===== src/rtl/uart_tx_if.sv =====
`default_nettype none
// ============================================================================
// Module   : uart_tx_if
// Brief    : Byte handshake between the APB/FIFO front end and the UART
//            transmitter (start/data_in in, busy/done back).
// Revision : 1.0 - initial release
// ============================================================================
interface uart_tx_if #(
  parameter int DATA_BITS = 8
);
  logic                 start;
  logic [DATA_BITS-1:0] data_in;
  logic                 busy;
  logic                 done;

  modport master (
    output start,
    output data_in,
    input  busy,
    input  done
  );

  modport slave (
    input  start,
    input  data_in,
    output busy,
    output done
  );
endinterface
`default_nettype wire


===== src/rtl/uart_tx.sv =====
`default_nettype none
// ============================================================================
// Module   : uart_tx
// Brief    : UART transmitter; serialises a byte LSB-first as start, data,
//            optional parity and stop bits, paced by a shared baud_tick.
// Revision : 1.0 - initial release
// ============================================================================
module uart_tx #(
  parameter int DATA_BITS  = 8,
  parameter int PARITY_EN  = 0,
  parameter int PARITY_ODD = 0
) (
  input  wire logic clk,
  input  wire logic rst,
  input  wire logic baud_tick,
  uart_tx_if.slave  bus,
  output logic      tx
);

  localparam int CNT_W = (DATA_BITS > 1) ? $clog2(DATA_BITS) : 1;
  localparam logic [CNT_W-1:0] CNT_LAST = CNT_W'(DATA_BITS - 1);

  localparam logic [2:0] S_IDLE   = 3'd0;
  localparam logic [2:0] S_SYNC   = 3'd1;
  localparam logic [2:0] S_START  = 3'd2;
  localparam logic [2:0] S_DATA   = 3'd3;
  localparam logic [2:0] S_PARITY = 3'd4;
  localparam logic [2:0] S_STOP   = 3'd5;

  logic [2:0]           state_q,  state_d;
  logic                 tx_q,     tx_d;
  logic                 busy_q,   busy_d;
  logic                 done_q,   done_d;
  logic                 parity_q, parity_d;
  logic [CNT_W-1:0]     cnt_q,    cnt_d;
  logic [DATA_BITS-1:0] shift_q,  shift_d;

  always_comb begin
    state_d  = state_q;
    tx_d     = tx_q;
    busy_d   = busy_q;
    done_d   = 1'b0;
    parity_d = parity_q;
    cnt_d    = cnt_q;
    shift_d  = shift_q;

    case (state_q)
      S_IDLE: begin
        tx_d = 1'b1;
        // Accept needs no tick, so a coincident tick is not the start-bit edge.
        if (bus.start) begin
          shift_d  = bus.data_in;
          parity_d = (^bus.data_in) ^ (PARITY_ODD != 0);
          busy_d   = 1'b1;
          state_d  = S_SYNC;
        end
      end
      S_SYNC: begin
        if (baud_tick) begin
          tx_d    = 1'b0;
          state_d = S_START;
        end
      end
      S_START: begin
        if (baud_tick) begin
          tx_d    = shift_q[0];
          cnt_d   = '0;
          state_d = S_DATA;
        end
      end
      S_DATA: begin
        if (baud_tick) begin
          if (cnt_q != CNT_LAST) begin
            shift_d = shift_q >> 1;
            tx_d    = shift_q[1];
            cnt_d   = cnt_q + 1'b1;
          end else if (PARITY_EN != 0) begin
            tx_d    = parity_q;
            state_d = S_PARITY;
          end else begin
            tx_d    = 1'b1;
            state_d = S_STOP;
          end
        end
      end
      S_PARITY: begin
        if (baud_tick) begin
          tx_d    = 1'b1;
          state_d = S_STOP;
        end
      end
      S_STOP: begin
        if (baud_tick) begin
          busy_d  = 1'b0;
          done_d  = 1'b1;
          state_d = S_IDLE;
        end
      end
      default: begin
        tx_d    = 1'b1;
        busy_d  = 1'b0;
        state_d = S_IDLE;
      end
    endcase
  end

  always_ff @(posedge clk) begin
    if (rst) begin
      state_q  <= S_IDLE;
      tx_q     <= 1'b1;
      busy_q   <= 1'b0;
      done_q   <= 1'b0;
      parity_q <= 1'b0;
      cnt_q    <= '0;
      shift_q  <= '0;
    end else begin
      state_q  <= state_d;
      tx_q     <= tx_d;
      busy_q   <= busy_d;
      done_q   <= done_d;
      parity_q <= parity_d;
      cnt_q    <= cnt_d;
      shift_q  <= shift_d;
    end
  end

  assign tx       = tx_q;
  assign bus.busy = busy_q;
  assign bus.done = done_q;

endmodule
`default_nettype wire


===== src/flat_wrapper.sv =====
// flat-port wrapper written by rule: the top's interface ports become plain ports
module uart_tx_flat 
#(
  parameter int DATA_BITS  = 8,
  parameter int PARITY_EN  = 0,
  parameter int PARITY_ODD = 0
)
  (clk, rst, baud_tick, tx, bus_start, bus_data_in, bus_busy, bus_done);
  uart_tx_if #(.DATA_BITS(DATA_BITS)) bus_i ();
  input  wire logic clk;
  input  wire logic rst;
  input  wire logic baud_tick;
  output logic tx;
  input wire logic [$bits(bus_i.start)-1:0] bus_start;
  input wire logic [$bits(bus_i.data_in)-1:0] bus_data_in;
  output wire logic [$bits(bus_i.busy)-1:0] bus_busy;
  output wire logic [$bits(bus_i.done)-1:0] bus_done;
  assign bus_i.start = bus_start;
  assign bus_i.data_in = bus_data_in;
  assign bus_busy = bus_i.busy;
  assign bus_done = bus_i.done;
  uart_tx #(.DATA_BITS(DATA_BITS), .PARITY_EN(PARITY_EN), .PARITY_ODD(PARITY_ODD)) u_core (.clk(clk), .rst(rst), .baud_tick(baud_tick), .bus(bus_i), .tx(tx));
endmodule

===== config.mk =====
export PLATFORM = sky130hd
export DESIGN_NAME = uart_tx_flat
export DESIGN_NICKNAME = d
export VERILOG_FILES = /design/src/rtl/uart_tx_if.sv /design/src/rtl/uart_tx.sv /design/src/flat_wrapper.sv
export SDC_FILE = /design/constraint.sdc
export NUM_CORES = 1
export LEC_CHECK = 0
export BUFFER_PORTS_ARGS = -buffer_cell sky130_fd_sc_hd__buf_4
export CORE_UTILIZATION = 45
export CTS_CLUSTER_SIZE = 40
export DETAILED_ROUTE_END_ITERATION = 6
export PLACE_DENSITY = 0.66
export SLEW_MARGIN = 20
export SYNTH_ARGS = -nofsm -noshare
export SYNTH_HDL_FRONTEND = slang
export SYNTH_SLANG_ARGS = --single-unit

===== constraint.sdc =====
create_clock -name clk -period 3.9 [get_ports clk]
set_input_delay 0.78 -clock clk [delete_from_list [all_inputs] [get_ports clk]]
set_output_delay 0.78 -clock clk [all_outputs]
set_load 0.02 [all_outputs]

[Word-level counts from Yosys, hierarchy flattened]
Cells that the tools add are included.
Operators by class
  $add $sub $neg: 1
  equal/unequal tests: 14
  multiplexer cells: 24
  bitwise logic cells: 2
  reductions and logical operators: 10
Operator list (number)
  2-to-1 mux 3 bit: 9
  2-to-1 mux 8 bit: 3
  case mux 3 bit (6 select lines): 1
  case mux 8 bit (2 select lines): 1
  != test 2 bit, second input constant: 7
  AND reduction 4 bit: 2
  2-to-1 mux 1 bit: 7
  AND reduction 7 bit: 1
  == test 3 x 2 -> 1 bit, second input constant: 2
  == test 3 bit, second input constant: 2
  case mux 3 bit (2 select lines): 1
  case mux 1 bit (5 select lines): 1
  AND reduction 5 bit: 1
  nonzero test 2 bit: 2
  OR reduction 4 bit: 1
  adder 3 x 1 -> 3 bit, second input constant: 1
  == test 3 x 1 -> 1 bit, second input constant: 1
  logical NOT 3 bit: 1
  != test 3 bit, second input constant: 1
  case mux 1 bit (3 select lines): 1
  AND reduction 3 bit: 1
  != test 2 x 1 -> 1 bit, second input constant: 1
  inverter 1 bit: 2
  OR reduction 2 bit: 1
Word-level totals
  register bits: 17
  output and inout port bits: 3

[Logic depth before layout (Yosys ltp)]
Gate-level depths: netlist (run 1).
  depth in word-level cells: 4
  gate-level depth with buffers: 6
  mapped depth without buffers: 5

[Least setup slack after synthesis (run 1)]
No wires, ideal clock.
  kind: in2reg
  from: input port baud_tick
  to: register u_core.shift_q[0]
  setup time: 86 ps
  arrival time: 1672 ps
  required time: 3814 ps
  setup slack: 2142 ps
  stages on the path: 5
  buffers on the path: 2
  cells stage by stage: buf_2 > nand4b_2 > or2_1 > buf_2 > a221oi_2
Between the ends
  cells in the longest elaborated chain, start to end: 2
RTL lines
  start, declared: line flat_wrapper.sv:12  | input wire logic baud_tick;
  != test 2 bit (no source line)
  AND reduction 4 bit (no source line)
  end signal, assigned: line uart_tx.sv:123  | shift_q <= shift_d;
  end, declared: line uart_tx.sv:36  | logic [DATA_BITS-1:0] shift_q, shift_d;
Every way passes these cells.
A chain may end at the register's enable or synchronous reset.

[Worst setup path in the final report (run 1)]
  from: register u_core.cnt_q[0]
  to: register u_core.shift_q[6]
Between the ends
  cells in the longest elaborated chain, start to end: 3
RTL lines
  start, declared: line uart_tx.sv:35  | logic [CNT_W-1:0] cnt_q, cnt_d;
  start signal, assigned: line uart_tx.sv:122  | cnt_q <= cnt_d;
  != test 3 bit: line uart_tx.sv:73  | if (cnt_q != CNT_LAST) begin
  != test 2 x 1 -> 1 bit (no source line)
  AND reduction 4 bit (no source line)
Every way passes these cells.

==> flow_summary.toml, run 1 <==
[cts]
clockRootBuffer = "clkbuf_4"
cts_tree = "yes"
post_cts_buffers = 0
cts_buffers = 3
clk_latency_ns = 0.29
holdBufCountCts = 0
clk_path_buf_depth = 2
cts.clk_slew.worst_paths_ns = 0.09
post_cts_resized = 0
htreeDepth = 1
cts_sinks = 17

[global_route]
grt_max_degree = 19
grt_use_total = 0.1712
grt_pass1_vias = 704
antenna_found_initial = 0
grt_pass1_wl_mm = 3.132
grt.overflow.total = 0

[cells_and_area]
ff_latch_area_um2 = 340.3
n_fill_cell = 200
final_common_cell = "dfxtp_1"
layout-drive-gt1-share = 0.2593
final_cell_mix = "17 x dfxtp_1, 14 x buf_4, 12 x nor2_1"
multi_input_comb_area_um2 = 563.0
fin_nets = 123
num_antenna_cells = 0
area_growth_pct = 10.50

[placement]
dpl.hpwl_mm = 1.236
io_buffers = 14
gp_congestion = 0.6996

[floorplanning]
coreArea_um2 = 2002
die_h_um = 48.60
start_util = 0.4881
io_pins = 15
die-area_um2 = 2362
rows = 16
die_x_um = 48.60

[yosys]
seq_area_frac_synth = 0.3483
postSynthAreaPerCell_um2 = 9.772
yosysUniqueCellTypes = 35
syn_inst = 100
synthFlopType = "dfxtp_1"
ys_async_sr_fraction = 0
syn_area_um2 = 977.2
syn_nets = 114
yosysWarnings = 0
synth-seq-cells = 17
synth_enable_flop_cells = 0

[setup_path]
rr_worst_depth = 5
r2r_start = "u_core.cnt_q[0]"
cp.arrival_ns = 2.03
cp_max_fo = 7
cp-start-kind = "register"
crit_path_start = "u_core.cnt_q[0]"
path_class = "reg2reg"
r2r-end = "u_core.shift_q[6]"
regToRegSetupSlack_ns = 2.09
crit_path_end_kind = "register"
cp.required_ns = 4.11

[detailed_routing]
vias_per_cell = 5.556
ant_nets = 0
finalWirelength_mm = 1.762
drt_pass1_iterations = 4
post_drt_wl_per_cell_um = 13.05
drc = 0
num_vias = 750
dr.first_iter.drc_count = 9

[outcome]
status = "complete, no violations"

[sta]
fin_tns_setup_ns = 0
fmax_mhz = 551.0
report.final.slew_viol_count = 0
rsz0062_at_grt = "no"
min_period_ns = 1.815
period_share = 0.4653
timing.hold.ws_ns = 0.4821
skew_ns = 0.002516
relSlewSlack = 0.5857
finalHoldViolCount = 0
tightest_slew_ns = 0.6206
setup_violations = 0

[power]
leakage_nw = 0.4793
peakVddDrop_uv = 221.2
powerDensity_nw_per_um2 = 340.9

[hold_path]
hold_path_end = "u_core.bus.busy"
hold_depth = 2
min-delay-start = "u_core.bus.busy"
hp-class = "reg2reg"

[job]
maxCapViolCount = 0
[Yosys cell counts, types with 3 or more instances]
| cell type | count | area (um^2) |
|---|---|---|
| inv_1 | 3 | 11.26 |
| dfxtp_1 | 17 | 340.3 |
| nor2_1 | 12 | 45.04 |
| buf_2 | 5 | 25.02 |
| mux2i_1 | 7 | 70.07 |
| a221oi_2 | 7 | 105.1 |
| o21ai_0 | 5 | 25.02 |
| a21oi_1 | 6 | 30.03 |
| nor3_1 | 3 | 15.01 |
| nand4b_1 | 3 | 26.28 |
[worst max-delay path by stage]
stage	endpoint	slack, ns	cells after the start
global placement	u_core.shift_q[5]	2.06	4
CTS	u_core.shift_q[0]	2.05	5
detailed placement	u_core.shift_q[7]	2.05	4
global route	u_core.shift_q[0]	1.93	3
floorplan	u_core.shift_q[0]	2.14	5
finish	u_core.shift_q[6]	2.09	5
[sequential cells by signal, summed over array words and instances, names as in the netlist]
signal,cells
u_core.state_q,3
u_core.tx,1
u_core.bus.busy,1
u_core.bus.done,1
u_core.shift_q,8
u_core.cnt_q,3
[report_power, final]
group / total, mW / switching, mW / internal [mW]
sequential: 0.202 / 0.0151 / 0.187
combinational: 0.0720 / 0.0352 / 0.0367
clock: 0.0945 / 0.0546 / 0.0399
[stage by stage]
step / util / std cells / setup WS, ns / cell area (um^2) / power, mW
after floorplan: - / 100 / 2.142 / 977.2 / 0.2617
final: 0.5394 / 135 / 2.085 / 1080 / 0.3681
after global placement: 0.5263 / 131 / 2.060 / 1054 / 0.2769
after detailed placement: 0.5263 / 131 / 2.053 / 1054 / 0.2784
after global routing: 0.5394 / 135 / 1.926 / 1080 / 0.3885
after CTS: 0.5394 / 135 / 2.050 / 1080 / 0.3751
[area by class of cell]
type,instances,share of cell area
clock buffer,4,0.02433
sequential,17,0.3152
inverter,3,0.01043
tap,27,0.03129
timing repair buffer,14,0.09733
multi-input combinational,70,0.5214
[critical path, cell delays in order (launching register included)]
cell and delay (ns):
dfxtp_1 0.34, ha_1 0.19, ha_1 0.25, nand4b_2 0.27, or2_1 0.40, a221oi_2 0.28
[per-layer routing]
metal | global-route usage | share of wire | up-vias
met2 | 0.2778 | 0.48 | 13
met4 | 0.05882 | 0.012 | 0
met1 | 0.2108 | 0.47 | 345
met5 | 0 | 0 | -
li1 | - | - | 390
met3 | 0.05660 | 0.035 | 2
[kinds of logic (layout without fill, tap and decap cells)]
logic type | count (synthesis) | count (layout) | share of synthesized area
simple gates | 31 | 31 | 0.2074
compound gates | 30 | 30 | 0.2715
flops | 17 | 17 | 0.3483
buf+inv | 13 | 21 | 0.07554
mux | 7 | 7 | 0.07171
fa+ha+maj | 2 | 2 | 0.02560
Note: power is estimated with default switching activity, not from simulation.
==> inputs of run 2 (changes only) <==
--- a/config.mk
+++ b/config.mk
@@ -9,7 +9,7 @@
 export CORE_UTILIZATION = 45
 export CTS_CLUSTER_SIZE = 40
 export DETAILED_ROUTE_END_ITERATION = 6
-export PLACE_DENSITY = 0.66
+export PLACE_DENSITY = 0.68
 export SLEW_MARGIN = 20
 export SYNTH_ARGS = -nofsm -noshare
 export SYNTH_HDL_FRONTEND = slang
==> constraint.sdc (replaced) <==
create_clock -name clk -period 1.55 [get_ports clk]
set_input_delay 0.31 -clock clk [delete_from_list [all_inputs] [get_ports clk]]
set_output_delay 0.31 -clock clk [all_outputs]
set_load 0.02 [all_outputs]
==> run 2 against run 1 <==
Combinational power grew to 3.0 times the previous value. Hold slack worse by 0.20 ns. Routed wire length is 17% higher. Sequential share of layout area is 2.9 points lower. Count of clock-buffer cells in the layout stayed put. Design area is 11% higher. Cell count is 6.7% higher. Die area stayed put. Critical path depth stayed put. Sequential cell count stayed put. Clock skew is 0.0016 ns lower. Sequential power is 150% higher. Largest power group unchanged.
==> flow_summary.toml, run 2 (synthesis gave the netlist of run 1 again) <==
[detailed_routing]
finalWirelength_mm = 2.059
num_vias = 820
ant_nets = 0
drc = 0
post_drt_wl_per_cell_um = 14.30
dr.first_iter.drc_count = 13
drt_pass1_iterations = 4
vias_per_cell = 5.694

[power]
peakVddDrop_uv = 503.9
powerDensity_nw_per_um2 = 794.9
leakage_nw = 0.5394
p_total_uw = 952.8

[global_route]
grt.overflow.total = 0
grt_pass1_wl_mm = 3.491
grt_use_total = 0.1869
grt_pass1_vias = 809
grt_max_degree = 19
antenna_found_initial = 0

[setup_path]
cp-start-kind = "register"
crit_chain = "ha_4 -> ha_4 -> buf_6 -> or4b_4 -> a21oi_2"
cp.arrival_ns = 1.73
critPathTopFamily = "simple AND/OR/NAND/NOR gates"
cp.required_ns = 1.77
path_class = "reg2reg"
critical-path-max-stage-delay_ns = 0.53
cp_max_fo = 6
crit_path_end_kind = "register"
cp_num_buf_inv = 1
crit_slowest_cell = "or4b_4"
crit_top_cell = "ha_4"

[cts]
cts_buffers = 3
cts_tree = "yes"
clk_latency_ns = 0.29
cts.clk_slew.worst_paths_ns = 0.10
htreeDepth = 1
clk_path_buf_depth = 2
cts_sinks = 17
post_cts_buffers = 0
clockRootBuffer = "clkbuf_4"

[sta]
report.final.slew_viol_count = 0
rsz0062_at_grt = "no"
relSlewSlack = 0.7030
fmax_mhz = 665.0
min_period_ns = 1.504
tightest_slew_ns = 0.4436
period_share = 0.9701
skew_ns = 0.0009015
setup_violations = 0
finalHoldViolCount = 0

[floorplanning]
die_h_um = 48.60
coreArea_um2 = 2002
io_pins = 15
start_util = 0.4881
die-area_um2 = 2362
rows = 16
die_x_um = 48.60

[placement]
dpl.hpwl_mm = 1.475
io_buffers = 14
gp_congestion = 0.7468
dpl_cell_area_um2 = 1132

[cells_and_area]
fin_nets = 132
top_register = "u_core.shift_q"
multi_input_comb_area_um2 = 608.1
largestRegisters = "u_core.shift_q: 8 flops, u_core.cnt_q: 3 flops, u_core.state_q: 3 flops"
n_fill_cell = 191
finish.instance_area_um2 = 1199
ff_latch_area_um2 = 342.8
final_common_cell = "buf_4"
layout-drive-gt1-share = 0.3761
num_antenna_cells = 0
largest_register_ffs = 8
final_cell_mix = "22 x buf_4, 15 x dfxtp_1, 12 x nor2_1"
area_growth_pct = 22.66

[hold_path]
hp-class = "in2reg"

[job]
maxCapViolCount = 0

[outcome]
status = "complete, no violations"
## run 2: metal layers
layer,track usage,wire length [um]
met5,0,0
met2,0.3194,1000
met4,0.08333,36
met1,0.2336,950
met3,0.02201,71
## run 2: worst reg2reg max path, stage by stage (launching register included)
cell and delay, ns:
dfxtp_1 0.35, ha_4 0.17, ha_4 0.15, buf_6 0.12, or4b_4 0.53, a21oi_2 0.13
## run 2: layout make-up
class | count | area share
Sequential cell | 17 | 0.2860
Timing Repair Buffer | 23 | 0.1472
Tap cell | 27 | 0.02818
Inverter | 3 | 0.009395
Multi-Input combinational cell | 70 | 0.5073
Clock buffer | 4 | 0.02192
## run 2: metrics by stage
stage	std cells	TNS (ns)	setup slack, ns	hold WS [ns]	util
2_1_floorplan	100	0	0.02830	0.4533	-
3_3_place_gp	140	-0.05878	-0.01201	0.4652	0.5656
3_5_place_dp	140	-0.3044	-0.05531	0.4718	0.5656
4_1_cts	144	0	0.001858	0.2879	0.5838
5_1_grt	144	0	0.005098	0.3029	0.5988
6_report	144	0	0.04629	0.2838	0.5988
## run 2: worst paths after layout
kind / startpoint / end / slack [ns] / cells past startpoint
setup / recovery: u_core.cnt_q[1] / u_core.cnt_q[0] / 0.05 / 5
hold / removal: bus_data_in[7] / u_core.shift_q[7] / 0.28 / 3
setup reg to reg: u_core.cnt_q[1] / u_core.cnt_q[0] / 0.05 / 5
hold reg to reg: u_core.shift_q[7] / u_core.shift_q[7] / 0.48 / 2
## run 2: repair_timing
action,CTS,global route
endpoints found under the setup margin,8,7
pin swaps,2,5
gates resized for setup,4,6
hold buffers,0,0
## run 2: power by group
group	internal, mW	leakage, nW	switching [mW]
registers	0.470	0.140	0.0288
logic	0.107	0.384	0.109
clock network	0.100	0.0150	0.138
total	0.677	0.539	0.276
